File: src/rtl/dtt_crossbar_sched_pkg.sv
// Shared types and default sizing for the crossbar scheduler slice.
package dtt_xbar_pkg;

    localparam int N_IN_DEF       = 4;
    localparam int N_OUT_DEF      = 4;
    localparam int DATA_WIDTH_DEF = 32;

    typedef enum logic {
        IN_IDLE,
        IN_BUSY
    } in_state_e;

    function automatic int ptr_width(input int n);
        return (n > 1) ? $clog2(n) : 1;
    endfunction

endpackage

File: src/rtl/dtt_crossbar_sched_if.sv
// Request and crossbar-drive bundle between a requester/crossbar and the scheduler.
interface dtt_crossbar_sched_if
    import dtt_xbar_pkg::*;
#(
    parameter int N_IN       = N_IN_DEF,
    parameter int N_OUT      = N_OUT_DEF,
    parameter int DATA_WIDTH = DATA_WIDTH_DEF
);

    logic [DATA_WIDTH-1:0] req_data      [N_IN];
    logic [N_OUT-1:0]      req_dest      [N_IN];
    logic                  req_valid     [N_IN];
    logic                  req_ready     [N_IN];
    logic                  out_ready     [N_OUT];
    logic [DATA_WIDTH-1:0] xb_data       [N_IN];
    logic [N_OUT-1:0]      xb_dest       [N_IN];
    logic                  xb_valid      [N_IN];
    logic                  zero_dest_err [N_IN];

    modport master (
        output req_data, req_dest, req_valid, out_ready,
        input  req_ready, xb_data, xb_dest, xb_valid, zero_dest_err
    );

    modport slave (
        input  req_data, req_dest, req_valid, out_ready,
        output req_ready, xb_data, xb_dest, xb_valid, zero_dest_err
    );

endinterface

File: src/rtl/dtt_crossbar_sched_rr_arbiter.sv
// Round-robin arbiter for one crossbar output: first requester at or above ptr, wrapping.
module dtt_rr_arbiter
    import dtt_xbar_pkg::*;
#(
    parameter int N_IN = N_IN_DEF,
    localparam int PW  = ptr_width(N_IN)
) (
    input  logic [N_IN-1:0] req,
    input  logic            en,
    input  logic [PW-1:0]   ptr,
    output logic [N_IN-1:0] gnt,
    output logic [PW-1:0]   ptr_next
);

    logic found;

    // Two passes: indices >= ptr first, then the wrapped lower indices.
    always_comb begin
        gnt      = '0;
        ptr_next = ptr;
        found    = 1'b0;
        for (int unsigned i = 0; i < N_IN; i++) begin
            if (en && !found && req[i] && (i >= 32'(ptr))) begin
                gnt[i]   = 1'b1;
                found    = 1'b1;
                ptr_next = PW'((i + 1) % N_IN);
            end
        end
        for (int unsigned i = 0; i < N_IN; i++) begin
            if (en && !found && req[i]) begin
                gnt[i]   = 1'b1;
                found    = 1'b1;
                ptr_next = PW'((i + 1) % N_IN);
            end
        end
    end

endmodule

File: src/rtl/dtt_crossbar_sched.sv
// Holds one request per input and issues conflict-free, round-robin fair transfers to the crossbar.
module dtt_crossbar_sched
    import dtt_xbar_pkg::*;
#(
    parameter int N_IN       = N_IN_DEF,
    parameter int N_OUT      = N_OUT_DEF,
    parameter int DATA_WIDTH = DATA_WIDTH_DEF
) (
    input  logic                 clk,
    input  logic                 rst,
    dtt_crossbar_sched_if.slave  bus
);

    localparam int PW = ptr_width(N_IN);

    in_state_e             state      [N_IN];
    in_state_e             state_next [N_IN];
    logic [N_OUT-1:0]      pend       [N_IN];
    logic [N_OUT-1:0]      pend_next  [N_IN];
    logic [DATA_WIDTH-1:0] hold       [N_IN];
    logic [DATA_WIDTH-1:0] hold_next  [N_IN];
    logic                  zde        [N_IN];
    logic                  zde_next   [N_IN];
    logic [PW-1:0]         rr_ptr     [N_OUT];
    logic [PW-1:0]         ptr_next   [N_OUT];
    logic [N_IN-1:0]       cand       [N_OUT];
    logic [N_IN-1:0]       out_gnt    [N_OUT];
    logic [N_OUT-1:0]      grant      [N_IN];

    always_comb begin
        for (int unsigned j = 0; j < N_OUT; j++) begin
            cand[j] = '0;
            for (int unsigned i = 0; i < N_IN; i++) begin
                cand[j][i] = (state[i] == IN_BUSY) && pend[i][j];
            end
        end
    end

    for (genvar j = 0; j < N_OUT; j++) begin : g_arb
        dtt_rr_arbiter #(
            .N_IN (N_IN)
        ) u_arb (
            .req      (cand[j]),
            .en       (bus.out_ready[j]),
            .ptr      (rr_ptr[j]),
            .gnt      (out_gnt[j]),
            .ptr_next (ptr_next[j])
        );
    end

    // Per-output one-hot grants transposed into per-input destination subsets.
    always_comb begin
        for (int unsigned i = 0; i < N_IN; i++) begin
            grant[i] = '0;
            for (int unsigned j = 0; j < N_OUT; j++) begin
                grant[i][j] = out_gnt[j][i];
            end
        end
    end

    always_comb begin
        for (int unsigned i = 0; i < N_IN; i++) begin
            bus.xb_valid[i]      = |grant[i];
            bus.xb_dest[i]       = grant[i];
            bus.xb_data[i]       = hold[i];
            bus.req_ready[i]     = (state[i] == IN_IDLE);
            bus.zero_dest_err[i] = zde[i];
        end
    end

    always_comb begin
        for (int unsigned i = 0; i < N_IN; i++) begin
            state_next[i] = state[i];
            pend_next[i]  = pend[i];
            hold_next[i]  = hold[i];
            zde_next[i]   = 1'b0;
            case (state[i])
                IN_IDLE: begin
                    if (bus.req_valid[i]) begin
                        hold_next[i] = bus.req_data[i];
                        pend_next[i] = bus.req_dest[i];
                        // An empty mask is flagged and dropped without ever going BUSY.
                        if (bus.req_dest[i] == '0) begin
                            zde_next[i] = 1'b1;
                        end else begin
                            state_next[i] = IN_BUSY;
                        end
                    end
                end
                IN_BUSY: begin
                    pend_next[i] = pend[i] & ~grant[i];
                    if (pend_next[i] == '0) begin
                        state_next[i] = IN_IDLE;
                    end
                end
                default: state_next[i] = IN_IDLE;
            endcase
        end
    end

    always_ff @(posedge clk or posedge rst) begin
        if (rst) begin
            for (int unsigned i = 0; i < N_IN; i++) begin
                state[i] <= IN_IDLE;
                pend[i]  <= '0;
                hold[i]  <= '0;
                zde[i]   <= 1'b0;
            end
            for (int unsigned j = 0; j < N_OUT; j++) begin
                rr_ptr[j] <= '0;
            end
        end else begin
            for (int unsigned i = 0; i < N_IN; i++) begin
                state[i] <= state_next[i];
                pend[i]  <= pend_next[i];
                hold[i]  <= hold_next[i];
                zde[i]   <= zde_next[i];
            end
            for (int unsigned j = 0; j < N_OUT; j++) begin
                rr_ptr[j] <= ptr_next[j];
            end
        end
    end

endmodule

File: src/flat_wrapper.sv
// flat-port wrapper written by rule: the top's interface ports become plain ports
module dtt_crossbar_sched_flat import dtt_xbar_pkg::*;
#(
    parameter int N_IN       = N_IN_DEF,
    parameter int N_OUT      = N_OUT_DEF,
    parameter int DATA_WIDTH = DATA_WIDTH_DEF
)
  (clk, rst, bus_req_data, bus_req_dest, bus_req_valid, bus_out_ready, bus_req_ready, bus_xb_data, bus_xb_dest, bus_xb_valid, bus_zero_dest_err);
  dtt_crossbar_sched_if #(.N_IN(N_IN), .N_OUT(N_OUT), .DATA_WIDTH(DATA_WIDTH)) bus_i ();
  input  logic clk;
  input  logic rst;
  input wire logic [$bits(bus_i.req_data)-1:0] bus_req_data;
  input wire logic [$bits(bus_i.req_dest)-1:0] bus_req_dest;
  input wire logic [$bits(bus_i.req_valid)-1:0] bus_req_valid;
  input wire logic [$bits(bus_i.out_ready)-1:0] bus_out_ready;
  output wire logic [$bits(bus_i.req_ready)-1:0] bus_req_ready;
  output wire logic [$bits(bus_i.xb_data)-1:0] bus_xb_data;
  output wire logic [$bits(bus_i.xb_dest)-1:0] bus_xb_dest;
  output wire logic [$bits(bus_i.xb_valid)-1:0] bus_xb_valid;
  output wire logic [$bits(bus_i.zero_dest_err)-1:0] bus_zero_dest_err;
  assign bus_i.req_data = {>>{bus_req_data}};
  assign bus_i.req_dest = {>>{bus_req_dest}};
  assign bus_i.req_valid = {>>{bus_req_valid}};
  assign bus_i.out_ready = {>>{bus_out_ready}};
  assign bus_req_ready = {>>{bus_i.req_ready}};
  assign bus_xb_data = {>>{bus_i.xb_data}};
  assign bus_xb_dest = {>>{bus_i.xb_dest}};
  assign bus_xb_valid = {>>{bus_i.xb_valid}};
  assign bus_zero_dest_err = {>>{bus_i.zero_dest_err}};
  dtt_crossbar_sched #(.N_IN(N_IN), .N_OUT(N_OUT), .DATA_WIDTH(DATA_WIDTH)) u_core (.clk(clk), .rst(rst), .bus(bus_i));
endmodule
File: config.mk
export PLATFORM = sky130hd
export DESIGN_NAME = dtt_crossbar_sched_flat
export DESIGN_NICKNAME = d
export VERILOG_FILES = /design/src/rtl/dtt_crossbar_sched_pkg.sv /design/src/rtl/dtt_crossbar_sched_if.sv /design/src/rtl/dtt_crossbar_sched_rr_arbiter.sv /design/src/rtl/dtt_crossbar_sched.sv /design/src/flat_wrapper.sv
export SDC_FILE = /design/constraint.sdc
export NUM_CORES = 1
export LEC_CHECK = 0
export BUFFER_PORTS_ARGS = -buffer_cell sky130_fd_sc_hd__buf_2
export CAP_MARGIN = 15
export CORE_ASPECT_RATIO = 2
export CORE_MARGIN = 4
export CORE_UTILIZATION = 52
export CTS_BUF_LIST = sky130_fd_sc_hd__clkbuf_4 sky130_fd_sc_hd__clkbuf_8
export DETAILED_ROUTE_END_ITERATION = 16
export PLACE_DENSITY = 0.95
export SYNTH_ARGS = -nofsm -noshare
export SYNTH_HDL_FRONTEND = slang
export SYNTH_SLANG_ARGS = --single-unit
File: constraint.sdc
create_clock -name clk -period 11.21 [get_ports clk]
set_clock_uncertainty 0.05 [all_clocks]
set_input_delay 0.5605 -clock clk [delete_from_list [all_inputs] [get_ports clk]]
set_output_delay 0.5605 -clock clk [all_outputs]
set_load 0.1 [all_outputs]
After elaboration in Yosys (flattened, before gate mapping)
Index checks and enable logic that the tools add are counted.
{"block": "classes", "mux": 124, "eq_ne": 4, "bitwise_logic": 12, "n_lt_le_gt_ge": 12, "n_reduce_logical": 136}
{"op": "$logic_and A1 B1 Y1", "n": 88}
{"op": "$mux W1", "n": 80}
{"op": "$mux W2", "n": 32}
{"op": "$logic_not A4 Y1", "n": 8}
{"op": "$pmux W4 S2", "n": 4}
{"op": "$reduce_bool A8 Y1", "n": 4}
{"op": "$logic_not A1 Y1", "n": 28}
{"op": "$and A4 B4 Y4", "n": 4}
{"op": "$ge A1 B2 Y1 const A", "n": 8}
{"op": "$mux W4", "n": 4}
{"op": "$not A4 Y4", "n": 4}
{"op": "$reduce_or A4 Y1", "n": 4}
{"op": "$ge A2 B2 Y1 const A", "n": 4}
{"op": "$ne A2 B2 Y1 const B", "n": 4}
{"op": "$pmux W1 S2", "n": 4}
{"op": "$reduce_and A2 Y1", "n": 4}
{"op": "$not A1 Y1", "n": 4}
{"block": "totals", "regBits": 160, "input_bits": 154, "output_inout_bits": 156}

Longest topological paths before layout
{"block": "logic_depth", "ltp_word": 39, "mapped_depth": 7, "ltp_nobuf": 5}

Cells and area by module
A second synthesis with hierarchy kept.
{"block": "hier_totals", "cells_unflattened": 536, "hier_area_um2": 7403.4}
{"module": "dtt_crossbar_sched", "instances": 1, "cells_per_inst": 412, "area_each_um2": 6702.7}
{"module": "dtt_rr_arbiter", "instances": 4, "cells_per_inst": 31, "area_each_um2": 175.2}

Worst setup path before layout
No wires, ideal clock.
{"block": "synth_timing", "path_kind": "input to output", "startpoint": "in bus_out_ready[1]", "endpoint": "out bus_xb_valid[2]", "slack_ns": 6.458, "arrival_ns": 4.142, "path_stages": 4, "path_cell_list": "a21boi_2 o21ai_0 nor3b_1 or4_1"}
{"block": "synth_via", "elab_chain_len": 26, "elab_cells_between_ends": 27, "classes_between": "7 x mux; 20 x reduce/logical"}
{"element": "from (decl)", "line": "flat_wrapper.sv:15", "text": "input wire logic [$bits(bus_i.out_ready)-1:0] bus_out_ready;"}
{"element": "$logic_and A1 B1 Y1 (2 in series)", "line": "dtt_crossbar_sched_rr_arbiter.sv:23", "text": "if (en && !found && req[i] && (i >= 32'(ptr))) begin"}
{"element": "$mux W1", "line": "dtt_crossbar_sched_rr_arbiter.sv:23"}
{"element": "$logic_not A1 Y1", "line": "dtt_crossbar_sched_rr_arbiter.sv:23"}
{"element": "$logic_and A1 B1 Y1 (3 in series)", "line": "dtt_crossbar_sched_rr_arbiter.sv:23"}
{"element": "$mux W1", "line": "dtt_crossbar_sched_rr_arbiter.sv:23"}
{"element": "$logic_not A1 Y1", "line": "dtt_crossbar_sched_rr_arbiter.sv:23"}
{"element": "$logic_and A1 B1 Y1 (3 in series)", "line": "dtt_crossbar_sched_rr_arbiter.sv:23"}
{"element": "$mux W1", "line": "dtt_crossbar_sched_rr_arbiter.sv:23"}
{"element": "[4 not listed]"}
{"element": "$logic_not A1 Y1", "line": "dtt_crossbar_sched_rr_arbiter.sv:30", "text": "if (en && !found && req[i]) begin"}
{"element": "$logic_and A1 B1 Y1 (2 in series)", "line": "dtt_crossbar_sched_rr_arbiter.sv:30"}
{"element": "$mux W1", "line": "dtt_crossbar_sched_rr_arbiter.sv:30"}
{"element": "$logic_not A1 Y1", "line": "dtt_crossbar_sched_rr_arbiter.sv:30"}
{"element": "$logic_and A1 B1 Y1 (2 in series)", "line": "dtt_crossbar_sched_rr_arbiter.sv:30"}
{"element": "$mux W1 *", "line": "dtt_crossbar_sched_rr_arbiter.sv:30"}
{"element": "named net bus_xb_dest[10]", "line": "flat_wrapper.sv:18", "text": "output wire logic [$bits(bus_i.xb_dest)-1:0] bus_xb_dest;"}
{"element": "$reduce_or A4 Y1 *", "line": "dtt_crossbar_sched.sv:63", "text": "bus.xb_valid[i] = |grant[i];"}
{"element": "to (decl)", "line": "flat_wrapper.sv:19", "text": "output wire logic [$bits(bus_i.xb_valid)-1:0] bus_xb_valid;"}
Mark *: on every way through the listed nets, which the timed path passes. The rest lies on a longest branch.

Worst setup path after layout
{"block": "layout_timing", "startpoint": "reg u_core.state[3] in the netlist's numbering", "endpoint": "out bus_xb_valid[0]"}
{"block": "layout_via", "elab_chain_len": 35, "elab_cells_between_ends": 141, "classes_between": "36 x mux; 105 x reduce/logical"}
{"element": "from (decl)", "line": "dtt_crossbar_sched.sv:16", "text": "in_state_e state [N_IN];"}
{"element": "from (signal, indexed assignment)", "line": "dtt_crossbar_sched.sv:114", "text": "state[i] <= state_next[i];"}
{"element": "$logic_and A1 B1 Y1", "line": "dtt_crossbar_sched.sv:34", "text": "cand[j][i] = (state[i] == IN_BUSY) && pend[i][j];"}
{"element": "$logic_and A1 B1 Y1 (2 in series)", "line": "dtt_crossbar_sched_rr_arbiter.sv:23"}
{"element": "$mux W1", "line": "dtt_crossbar_sched_rr_arbiter.sv:23"}
{"element": "$logic_not A1 Y1", "line": "dtt_crossbar_sched_rr_arbiter.sv:23"}
{"element": "$logic_and A1 B1 Y1 (3 in series)", "line": "dtt_crossbar_sched_rr_arbiter.sv:23"}
{"element": "$mux W1", "line": "dtt_crossbar_sched_rr_arbiter.sv:23"}
{"element": "$logic_not A1 Y1", "line": "dtt_crossbar_sched_rr_arbiter.sv:23"}
{"element": "$logic_and A1 B1 Y1 (3 in series)", "line": "dtt_crossbar_sched_rr_arbiter.sv:23"}
{"element": "[12 not listed]"}
{"element": "$mux W1", "line": "dtt_crossbar_sched_rr_arbiter.sv:30"}
{"element": "$logic_not A1 Y1", "line": "dtt_crossbar_sched_rr_arbiter.sv:30"}
{"element": "$logic_and A1 B1 Y1 (2 in series)", "line": "dtt_crossbar_sched_rr_arbiter.sv:30"}
{"element": "$mux W1", "line": "dtt_crossbar_sched_rr_arbiter.sv:30"}
{"element": "$logic_not A1 Y1", "line": "dtt_crossbar_sched_rr_arbiter.sv:30"}
{"element": "$logic_and A1 B1 Y1 (2 in series)", "line": "dtt_crossbar_sched_rr_arbiter.sv:30"}
{"element": "$mux W1", "line": "dtt_crossbar_sched_rr_arbiter.sv:30"}
{"element": "$reduce_or A4 Y1 *", "line": "dtt_crossbar_sched.sv:63"}
Mark *: on every way between the ends. The rest lies on a longest branch, timed or not.

==> impl_metrics.toml <==
[outcome]
status = "finished, final reports clean"

[cells_and_area]
nFillCells = 973
syn_to_final_growth_pct = 30.09
nNetsFinal = 971
layout.cells.most_common_list = "buf_2 (309), dfrtp_1 (160), mux2_2 (128), nand2_1 (27), nor2_1 (21)"
multi_input_area_mm2 = 0.002664
mostFrequentLayoutCell = "buf_2"
drive_gt1_share_pct = 58.80
final-seq-area_mm2 = 0.004004

[run]
drv_cap = 0

[die]
fp.dieH_um = 170.1
start_util_pct = 52.85
coreArea_mm2 = 0.01292
die_area_mm2 = 0.01514
io_pins = 310
die_x_um = 89.03
rows = 59

[global_route]
grt_pass1_vias = 5914
grt_pass1_wl_um = 29040
grt.total_usage_pct = 25.02
antenna_found_initial = 2
grt_start_max_net_pins = 98
overflow = 0

[timing]
setup_tns_ns = 0
finalHoldViolations = 0
slew_headroom_pct = 33.03
worst_slew_pin_slew_ns = 1.002
report.final.slew_viol_count = 0
rsz0062_at_grt = "no"
fmax_mhz = 279.1
finalCritPeriodShare_pct = 31.96
layout_min_cycle_time_ns = 3.583
setup_violations = 0

[clock_tree]
cts.repair.resized = 0
cts_htree_levels = 4
cts_tree = "done"
postCtsSetupBuffers = 0
ctsHoldBuffers = 0
clockRootBuffer = "clkbuf_8"
cts.sinks = 160
cts_buffers = 17
clk_path_buf_depth = 2
clkLatencyLatePin_ns = 0.46
clk_pin_slew_ns = 0.11

[synthesis]
synth-main-ff-cell = "dfrtp_1"
synth_warnings = 0
ys_async_sr_fraction_pct = 100.0
netlist_area_mm2 = 0.006828
postSynthCellCount = 513
synth_seq_cells = 160
synth_top_cell_by_area = "dfrtp_1"
yosys-top-cells-area = "dfrtp_1 (59%), mux2_2 (21%), nand2_1 (1.5%)"
synth_cell_types = 57
synth_fp_nets = 667
yosysSeqAreaShare_pct = 58.64
synth_top_area_share_pct = 58.64
synth-edff-count = 0
syn_area_per_cell_um2 = 13.31

[setup_path]
crit_arrival_ns = 2.97
crit_type = "flip-flop to output pin"
cp-end-kind = "output pin"
critPathMaxFanout = 17
crit_required_ns = 10.60
cp-start-kind = "flip-flop"
rr_startpoint = "u_core.state[1]$_DFF_PP0_"
r2r_cells = 5
critPathLaunch = "u_core.state[3]$_DFF_PP0_"

[drt]
route.detailed.drc = 0
vias = 5457
detail-route-antenna-nets = 0
drt-total-wl_um = 18950
firstDrtPassIters = 5
wl_per_cell_um = 19.28
drtIter0Drc = 330
vias_per_cell = 5.551

[place]
portBuffers = 309
dp_hpwl_um = 14960
gp_congestion = 0.9840

[worst_hold_path]
hold_path.class = "input port to asynchronous set/reset pin"
cell usage after synthesis, types with 2 or more instances:
cell,n
o221a_2,2
nor2_1,21
nand3_1,11
a22o_1,9
nand2_2,2
a21o_1,4
a41oi_1,2
nor3b_1,4
nand4_1,3
and3_1,2
o211ai_1,2
and2_1,4
a21o_2,3
buf_6,2
or4b_1,2
buf_2,17
buf_4,3
nor2b_1,8
nand2b_1,4
a31oi_1,3
nor3_1,6
a221o_1,6
o31ai_1,4
a21oi_1,9
a22oi_1,4
nand2_1,27
clkbuf_1,2
dfrtp_1,160
mux2_2,128
inv_1,11
o221ai_1,2
o21ai_1,2
a32o_1,2
or4_1,7
o21ai_0,12
nand3b_1,2
registers in the layout, summed over array words and instances (netlist names):
signal	cells
u_core.pend	16
u_core.bus.zero_dest_err	4
u_core.state	4
u_core.rr_ptr	8
u_core.bus.xb_data	128
metrics by stage:
step,worst slack [ns],cells,utilization (%),hold WS [ns],instance area [um^2]
finish,7.627,983,68.76,0.1994,8882
global route,7.399,983,68.76,0.2417,8882
CTS,7.615,982,68.74,0.2240,8880
detailed placement,8.135,950,65.47,0.4398,8458
global placement,8.207,950,65.47,0.4321,8458
floorplan,6.280,513,-,0.4286,6828
final cells by class:
cell class	count	share of cell area (%)
Sequential cell	160	45.08
Multi-Input combinational cell	317	29.99
Timing Repair Buffer	310	17.50
Clock buffer	17	2.634
Tap cell	152	2.141
Clock inverter	15	2.113
Inverter	11	0.5212
Antenna cell	1	0.02817
critical path: stages (launching register included):
cell and delay [ns]:
dfrtp_1 0.74, nand2_1 0.23, o311ai_1 0.49, nor2_1 0.14, or4_1 0.58, buf_2 0.33
routing by layer:
metal | up-vias | share of wire, % | global-route usage [%]
met1 | 2647 | 33 | 25.07
met4 | 2 | 4.9 | 13.93
met5 | - | 0.063 | 0
met2 | 261 | 53 | 44.08
li1 | 2484 | - | -
met3 | 63 | 8.8 | 8.188
path summary, 6_finish.rpt:
path	end	slack [ns]
max	bus_xb_valid[0]	7.63
max in group asynchronous	u_core.bus.xb_data[11]$_DFFE_PP0P_	9.58
min reg2reg	u_core.bus.xb_data[63]$_DFFE_PP0P_	0.46
max reg2reg	u_core.state[0]$_DFF_PP0_	8.93
min	u_core.bus.xb_data[78]$_DFFE_PP0P_	0.20
min in group clk	u_core.bus.xb_data[47]$_DFFE_PP0P_	0.27
logic make-up after synthesis:
| family | count (synthesis) | share of synthesized area (%) |
|---|---|---|
| compound gates | 81 | 9.181 |
| buf+inv | 36 | 2.675 |
| flops | 160 | 58.64 |
| mux | 129 | 21.26 |
| simple gates | 107 | 8.246 |
Power is left out: the tool's default activity adds up to more than one toggle a clock period on the data nets, which glitch-free logic cannot reach.
